==> src/rtl/st7789_pkg.sv <==
// Shared ST7789 command codes, packer FSM states and the RGB888 -> RGB565 reduction.
package st7789_pkg;

  localparam logic [7:0] ST7789_CASET = 8'h2A;
  localparam logic [7:0] ST7789_RASET = 8'h2B;
  localparam logic [7:0] ST7789_RAMWR = 8'h2C;

  typedef enum logic [1:0] {
    IDLE,
    HDR,
    PIX_HI,
    PIX_LO
  } state_t;

  // Keep the top bits of each channel: R[7:3], G[7:2], B[7:3].
  function automatic logic [15:0] rgb888_to_rgb565(input logic [23:0] rgb);
    return {rgb[23:19], rgb[15:10], rgb[7:3]};
  endfunction

endpackage

==> src/rtl/st7789_frame_packer.sv <==
// Packs an RGB888 pixel stream into an ST7789 byte stream: a CASET/RASET/RAMWR window
// header per frame, then two RGB565 bytes per pixel, with command bytes flagged on TUSER.
module st7789_frame_packer
  import st7789_pkg::*;
#(
  parameter int H_RES    = 240,
  parameter int V_RES    = 240,
  parameter int X_OFFSET = 0,
  parameter int Y_OFFSET = 0
) (
  input  logic        CLK,
  input  logic        RESET,
  input  logic        ENABLE,
  input  logic [23:0] S_AXIS_TDATA,
  input  logic        S_AXIS_TUSER,
  input  logic        S_AXIS_TLAST,
  input  logic        S_AXIS_TVALID,
  output logic        S_AXIS_TREADY,
  output logic [7:0]  M_AXIS_TDATA,
  output logic        M_AXIS_TKEEP,
  output logic        M_AXIS_TUSER,
  output logic        M_AXIS_TVALID,
  output logic        M_AXIS_TLAST,
  input  logic        M_AXIS_TREADY,
  output logic        BUSY,
  output logic        FRAME_ERR
);

  localparam int              NPIX     = H_RES * V_RES;
  localparam int              CNT_W    = (NPIX > 1) ? $clog2(NPIX) : 1;
  localparam logic [CNT_W-1:0] LAST_PIX = CNT_W'(NPIX - 1);
  localparam logic [15:0]     XS       = 16'(X_OFFSET);
  localparam logic [15:0]     XE       = 16'(X_OFFSET + H_RES - 1);
  localparam logic [15:0]     YS       = 16'(Y_OFFSET);
  localparam logic [15:0]     YE       = 16'(Y_OFFSET + V_RES - 1);
  localparam logic [3:0]      HDR_LAST = 4'd10;

  state_t           state, state_d;
  logic [CNT_W-1:0] pix_cnt, pix_cnt_d;
  logic [3:0]       hdr_idx, hdr_idx_d;
  logic [7:0]       lo_byte, lo_byte_d;
  logic [7:0]       tdata_d;
  logic             tvalid_d, tuser_d, tlast_d, frame_err_d;
  logic             s_ready;
  logic             out_free;
  logic [15:0]      rgb565;
  logic [7:0]       hdr_byte;
  logic             hdr_is_cmd;
  logic             last_pix;

  assign out_free   = !M_AXIS_TVALID || M_AXIS_TREADY;
  assign rgb565     = rgb888_to_rgb565(S_AXIS_TDATA);
  assign hdr_is_cmd = (hdr_idx == 4'd0) || (hdr_idx == 4'd5) || (hdr_idx == HDR_LAST);
  assign last_pix   = (pix_cnt == LAST_PIX);

  always_comb begin
    // NOTE: every signal written here gets a default first, so no path can infer a latch.
    hdr_byte = ST7789_RAMWR;
    case (hdr_idx)
      4'd0:    hdr_byte = ST7789_CASET;
      4'd1:    hdr_byte = XS[15:8];
      4'd2:    hdr_byte = XS[7:0];
      4'd3:    hdr_byte = XE[15:8];
      4'd4:    hdr_byte = XE[7:0];
      4'd5:    hdr_byte = ST7789_RASET;
      4'd6:    hdr_byte = YS[15:8];
      4'd7:    hdr_byte = YS[7:0];
      4'd8:    hdr_byte = YE[15:8];
      4'd9:    hdr_byte = YE[7:0];
      default: hdr_byte = ST7789_RAMWR;
    endcase
  end

  always_comb begin
    state_d     = state;
    pix_cnt_d   = pix_cnt;
    hdr_idx_d   = hdr_idx;
    lo_byte_d   = lo_byte;
    tdata_d     = M_AXIS_TDATA;
    tuser_d     = M_AXIS_TUSER;
    tvalid_d    = M_AXIS_TVALID && !M_AXIS_TREADY;
    tlast_d     = M_AXIS_TLAST && tvalid_d;
    frame_err_d = 1'b0;
    s_ready     = 1'b0;

    case (state)
      IDLE: begin
        // Non-SOF pixels are swallowed; the SOF pixel waits on the bus for PIX_HI.
        s_ready = !(S_AXIS_TVALID && S_AXIS_TUSER);
        if (S_AXIS_TVALID && S_AXIS_TUSER && ENABLE) state_d = HDR;
      end
      HDR: begin
        if (out_free) begin
          tvalid_d = 1'b1;
          tdata_d  = hdr_byte;
          tuser_d  = hdr_is_cmd;
          tlast_d  = 1'b0;
          if (hdr_idx == HDR_LAST) begin
            hdr_idx_d = '0;
            state_d   = PIX_HI;
          end else begin
            hdr_idx_d = hdr_idx + 4'd1;
          end
        end
      end
      PIX_HI: begin
        s_ready = out_free;
        if (S_AXIS_TVALID && out_free) begin
          tvalid_d    = 1'b1;
          tdata_d     = rgb565[15:8];
          tuser_d     = 1'b0;
          tlast_d     = 1'b0;
          lo_byte_d   = rgb565[7:0];
          state_d     = PIX_LO;
          frame_err_d = (S_AXIS_TUSER && (pix_cnt != '0)) || (S_AXIS_TLAST != last_pix);
        end
      end
      PIX_LO: begin
        if (out_free) begin
          tvalid_d = 1'b1;
          tdata_d  = lo_byte;
          tuser_d  = 1'b0;
          tlast_d  = last_pix;
          if (last_pix) begin
            pix_cnt_d = '0;
            state_d   = IDLE;
          end else begin
            pix_cnt_d = pix_cnt + 1'b1;
            state_d   = PIX_HI;
          end
        end
      end
      default: state_d = IDLE;
    endcase
  end

  always_ff @(posedge CLK) begin
    // NOTE: registered state uses non-blocking assignments so every flop samples pre-edge values.
    if (RESET) begin
      state         <= IDLE;
      pix_cnt       <= '0;
      hdr_idx       <= '0;
      lo_byte       <= '0;
      M_AXIS_TDATA  <= '0;
      M_AXIS_TUSER  <= 1'b0;
      M_AXIS_TVALID <= 1'b0;
      M_AXIS_TLAST  <= 1'b0;
      FRAME_ERR     <= 1'b0;
    end else begin
      state         <= state_d;
      pix_cnt       <= pix_cnt_d;
      hdr_idx       <= hdr_idx_d;
      lo_byte       <= lo_byte_d;
      M_AXIS_TDATA  <= tdata_d;
      M_AXIS_TUSER  <= tuser_d;
      M_AXIS_TVALID <= tvalid_d;
      M_AXIS_TLAST  <= tlast_d;
      FRAME_ERR     <= frame_err_d;
    end
  end

  // TREADY is combinational, so it is gated while reset is held.
  assign S_AXIS_TREADY = s_ready && !RESET;
  assign M_AXIS_TKEEP  = M_AXIS_TVALID;
  assign BUSY          = (state != IDLE);

endmodule

==> config.mk <==
export PLATFORM = sky130hd
export DESIGN_NAME = st7789_frame_packer
export DESIGN_NICKNAME = d
export VERILOG_FILES = /design/src/rtl/st7789_pkg.sv /design/src/rtl/st7789_frame_packer.sv
export SDC_FILE = /design/constraint.sdc
export NUM_CORES = 1
export LEC_CHECK = 0
export CORE_MARGIN = 5
export CORE_UTILIZATION = 35
export CTS_CLUSTER_DIAMETER = 100
export DETAILED_ROUTE_END_ITERATION = 10
export GPL_TIMING_DRIVEN = 0
export HOLD_SLACK_MARGIN = 0.06
export RECOVER_POWER = 100
export SLEW_MARGIN = 20
export SYNTH_ARGS = -nofsm -noshare
export SYNTH_HDL_FRONTEND = slang
export SYNTH_SLANG_ARGS = --single-unit
==> constraint.sdc <==
create_clock -name CLK -period 2.4 [get_ports CLK]
set_input_delay 0.24 -clock CLK [delete_from_list [all_inputs] [get_ports CLK]]
set_output_delay 0.24 -clock CLK [all_outputs]
set_load 0.02 [all_outputs]
# [After elaboration in Yosys (flattened, before gate mapping)]
# Memory sizes are Yosys's and may differ from the RTL's. A register that Yosys moved wholly into a read port is not among the register bits.
# Cells that the tools add are included.
[classes] n_shift=0 n_reduce_logical=27 n_lt_le_gt_ge=0 mul=0 bitwise_logic=2 n_eq_ne=12 n_mux=27 n_div=0 n_addsub=2
[op_table] cell="two-way mux 8 bit" count=3
[op_table] cell="case mux 8 bit (3 select lines)" count=1
[op_table] cell="adder 16 x 1 -> 16 bit, second input constant" count=1
[op_table] cell="equality test 16 bit, second input constant" count=1
[op_table] cell="two-way mux 16 bit" count=1
[op_table] cell="nonzero test 16 bit" count=1
[op_table] cell="two-way mux 2 bit" count=6
[op_table] cell="two-way mux 4 bit" count=3
[op_table] cell="inequality test 2 bit, second input constant" count=5
[op_table] cell="two-way mux 1 bit" count=8
[op_table] cell="case mux 2 bit (4 select lines)" count=1
[op_table] cell="logical AND 1 bit" count=7
[op_table] cell="case mux 1 bit (3 select lines)" count=2
[op_table] cell="AND reduction 2 bit" count=3
[op_table] cell="AND reduction 5 bit" count=1
[op_table] cell="adder 4 x 1 -> 4 bit, second input constant" count=1
[op_table] cell="equality test 2 bit, second input constant" count=2
[op_table] cell="equality test 4 x 3 -> 1 bit, second input constant" count=1
[op_table] cell="equality test 4 bit, second input constant" count=1
[op_table] cell="logical NOT 1 bit" count=4
[op_table] cell="logical NOT 4 bit" count=1
[op_table] cell="logical OR 1 bit" count=4
[op_table] cell="case mux 1 bit (2 select lines)" count=2
[op_table] cell="AND reduction 4 bit" count=1
[op_table] cell="8 further kinds" count=9
[totals] ram_bits=0 inputBits=31 latch_bits=0 romBits=112 mem_count=1 wordCells=80 output_inout_bits=15 ff_bits=42
[memory_table] memory="(name not given)" depth=16 width=7 rd=1 rd_ports_with_merged_regs=1 wr=0 line="st7789_frame_packer.sv:59" text="case (hdr_idx)"

# [Depth between registers and ports, before layout]
[depth] ltp_word=5 ltp_mapped=7 ltp_nobuf=7

# [Worst setup path after synthesis]
# No wires, ideal clock.
[synth_path] kind="register -> output" startpoint="reg state[1]" endpoint="out S_AXIS_TREADY" path_buffers=3 path_slack_ns=0.607 path_stages_with_launch=6 t_required_ns=2.160 t_arrival_ns=1.553 path_cell_list="dfxtp_1 > clkbuf_2 > clkbuf_1 > clkbuf_1 > a21oi_1 > nor3_1"
[synth_between] elab_chain_len=3 elab_cells_between_ends=4
[synth_lines] item="start, declared" line="st7789_frame_packer.sv:38" text="state_t state, state_d;"
[synth_lines] item="start signal, assigned" line="st7789_frame_packer.sv:150" text="state <= state_d;"
[synth_lines] item="equality test 2 bit / logical NOT 2 bit (equally long branches)" line="st7789_frame_packer.sv:86" text="case (state)"
[synth_lines] item="case mux 1 bit (2 select lines) *" line="st7789_frame_packer.sv:86"
[synth_lines] item="logical AND 1 bit *" line="st7789_frame_packer.sv:163" text="assign S_AXIS_TREADY = s_ready && !RESET;"
[synth_lines] item="end, declared" line="st7789_frame_packer.sv:18" text="output logic S_AXIS_TREADY,"
# Mark *: on every way between the ends. The rest lies on a longest branch, timed or not.

# [Worst setup path after layout]
[layout_path] startpoint="reg state[0]" endpoint="out BUSY"
[layout_between] elab_chain_len=1
[layout_lines] item="nonzero test 2 bit" line="st7789_frame_packer.sv:165" text="assign BUSY = (state != IDLE);"
[layout_lines] item="end, declared" line="st7789_frame_packer.sv:25" text="output logic BUSY,"
# No other way between the ends.

==> flow_metrics.env <==
export IMPL_critPathMaxFanout=10
export IMPL_clkLatencyLatePin_ps=300
export IMPL_antenna_found_initial=0
export IMPL_r2r_cells=7
export IMPL_initial_core_util_pct=35.7
export IMPL_setup_viol_count_final=0
export IMPL_required_ps=2160
export IMPL_die_area_mm2=0.00861
export IMPL_hold_class="in -> reg"
export IMPL_tns_ps=0
export IMPL_gp_congestion=0.835
export IMPL_syn_inst=282
export IMPL_skew_ps=12.1
export IMPL_cpMostUsedCell="buf_2"
export IMPL_placed_cell_area_mm2=0.00286
export IMPL_hold_start="RESET"
export IMPL_place_ws_ps=1.09
export IMPL_status="complete, no violations"
export IMPL_wl_per_cell_um=14.5
export IMPL_yosys_area_top_type_share_pct=39.2
export IMPL_crit_buf_inv=3
export IMPL_io_pins=46
export IMPL_cts_max_path_buffers=2
export IMPL_drive_gt1_share_pct=7.38
export IMPL_cts_setup_buffers=0
export IMPL_netlist_top_cells_area="dfxtp_1 (39%), mux2i_1 (7.1%), nor2_1 (7.0%), a21oi_1 (5.4%), xnor2_1 (3.3%)"
export IMPL_path_cells="buf_2 -> buf_2 -> or2_2 -> clkdlybuf4s50_1"
export IMPL_num_rows=30
export IMPL_htree_num_levels=2
export IMPL_synth_largest_area_cell="dfxtp_1"
export IMPL_detailed_place_hpwl_mm=4.31
export IMPL_netlist_area_mm2=0.00240
export IMPL_grt_overflow_total=0
export IMPL_drtIter0Drc=96
export IMPL_tightestPinTransition_ps=657
export IMPL_setup_worst_path_end_class="output pin"
export IMPL_min_period_over_period_pct=93.7
export IMPL_cts_tree="built"
export IMPL_syn_avg_cell_area_um2=8.51
export IMPL_ir_drop_mv=0.204
export IMPL_p_total_mw=1.69
export IMPL_drc=0
export IMPL_async_reset_ff_share_pct=0
export IMPL_r2r_end="hdr_byte[6]"
export IMPL_layout_setup_ws_ps=151
export IMPL_postRouteAntennaNets=0
export IMPL_die_h_um=92.8
export IMPL_cpMaxStageDelayCell="clkdlybuf4s50_1"
export IMPL_grt_max_degree=18
export IMPL_port_buffers=36
export IMPL_vias=2110
export IMPL_chipWidth_um=92.8
export IMPL_cts_buffers=5
export IMPL_ys_ff_latch=47
export IMPL_final_cell_mix="dfxtp_1 (47), nor2_1 (45), a21oi_1 (26)"
export IMPL_min_delay_path_depth=2
export IMPL_rsz0062_at_grt="no"
export IMPL_cp_arrival_ps=2010
export IMPL_postLayoutCoreUtil_pct=43.9
export IMPL_synth_distinct_cells=47
export IMPL_rr_startpoint="hdr_idx[0]"
export IMPL_syn2layout_area_growth_pct=23.1
export IMPL_grt_pass1_wl_mm=9.71
export IMPL_hold_viol=0
export IMPL_slew_violations=0
export IMPL_postCtsHoldBufs=0
export IMPL_syn_nets=319
export IMPL_ys_seq_area_share_pct=39.2
export IMPL_cts_sinks=47
export IMPL_final_cell_area_mm2=0.00295
export IMPL_nNetsFinal=361
export IMPL_period_minus_slack_ps=2250
export IMPL_whs_endpoint="hdr_idx[3]"
export IMPL_layout_commonest_cell="dfxtp_1"
export IMPL_powerDensity_mw_per_mm2=573
export IMPL_routed_wirelength_mm=5.89
export IMPL_regToRegSetupSlack_ps=330
export IMPL_grt_pass1_vias=1920
export IMPL_critical_path_top_delay_family="buffers and inverters"
export IMPL_insertedDiodeCount=0
export IMPL_track_usage_pct=14.0
export IMPL_core_mm2=0.00672
export IMPL_viasPerCell=5.21
export IMPL_yosysWarnings=0
export IMPL_fillers=672
export IMPL_drv_cap=0
export IMPL_synth_edf_count=0
export IMPL_root_buffer="clkbuf_8"
export IMPL_leakagePower_nw=1.09
export IMPL_crit_path_start_kind="flip-flop"
export IMPL_synth_ff_type="dfxtp_1"
export IMPL_crit_type="reg -> out"
export IMPL_max_stage_delay_ps=590
export IMPL_clk_pin_slew_ps=90
export IMPL_drtPass1Iterations=4
export IMPL_fmax_ghz=0.445
export IMPL_slew_headroom_pct=56.2
-- what timing repair did --
action	CTS	global route
gates cloned	0	0
endpoints found under the setup margin	2	1
gates resized for setup	1	1
endpoints found under the hold margin	0	0
-- power by group --
part / internal (mW) / leakage, nW / switching, mW
combinational: 0.0948 / 0.640 / 0.109
sequential: 0.794 / 0.380 / 0.0118
clock: 0.417 / 0.0654 / 0.266
total: 1.31 / 1.09 / 0.387
-- registers in the layout (all words and copies together) (netlist names) --
name and count:
hdr_idx 4, pix_cnt 16, M_AXIS_TKEEP 1, M_AXIS_TDATA 8, state 2, hdr_byte 5
M_AXIS_TLAST 1, lo_byte 8, M_AXIS_TUSER 1, FRAME_ERR 1
-- cells by family after synthesis --
family	after synthesis	share of synthesized area, %
and+or+nand+nor	115	24.5
AOI/OAI and AO/OA	56	15.1
DFF	47	39.2
buffers and inverters	26	5.48
muxes	17	7.09
xor gates and xnor gates	15	5.48
adders and majority gates	6	3.13
-- how the worst max path moves through the flow --
stage             startpoint             to  slack (ps)  cells after the start
6_report            state[0]           BUSY         150                      4
5_1_grt             state[0]           BUSY          30                      4
4_1_cts        M_AXIS_TREADY  S_AXIS_TREADY          50                      6
3_5_place_dp        state[1]  S_AXIS_TREADY           1                      6
3_3_place_gp        state[1]  S_AXIS_TREADY          -3                      6
2_1_floorplan       state[1]  S_AXIS_TREADY         610                      5
-- cells in the mapped netlist, types with 2 or more instances --
cell      number
nor2_1        45
nand3b_1       2
a31oi_1        4
o31ai_1        3
nor4_1         4
nor2b_1        3
nand2_1       14
ha_1           6
nand4_1        6
dfxtp_1       47
buf_4          3
and3_2         2
nand2b_1       4
xor2_1         6
xnor2_1        9
buf_6          2
o21ai_0        5
nor3_1         9
a21oi_1       26
a22oi_1        2
and3_1         4
buf_2          5
nand3_1       11
inv_1          7
clkbuf_1       8
a211oi_1       7
mux2i_1       17
nor3b_1        2
-- routing by layer --
| layer | vias up | share of wire (%) | global-route usage, % |
|---|---|---|---|
| met5 | - | 0 | 0 |
| met4 | 0 | 0.99 | 3.30 |
| met3 | 4 | 5.4 | 3.66 |
| met2 | 57 | 40 | 20.5 |
| met1 | 969 | 53 | 20.4 |
| li1 | 1080 | - | - |
-- cell type report --
cell class	instances	area, um^2	share of cell area [%]
Buffer	18	91.3	3.09
Clock buffer	6	72.6	2.46
Clock inverter	2	60.1	2.03
Inverter	7	26.3	0.890
Multi-Input combinational cell	209	1310	44.3
Sequential cell	47	941	31.9
Tap cell	80	100	3.39
Timing Repair Buffer	36	354	12.0
-- metrics by stage --
stage / std cells / hold slack [ps]
3_5_place_dp: 398 / 456
6_report: 405 / 167
3_3_place_gp: 398 / 457
2_1_floorplan: 282 / 383
4_1_cts: 405 / 158
5_1_grt: 405 / 169
(Power assumes the default switching activity.)
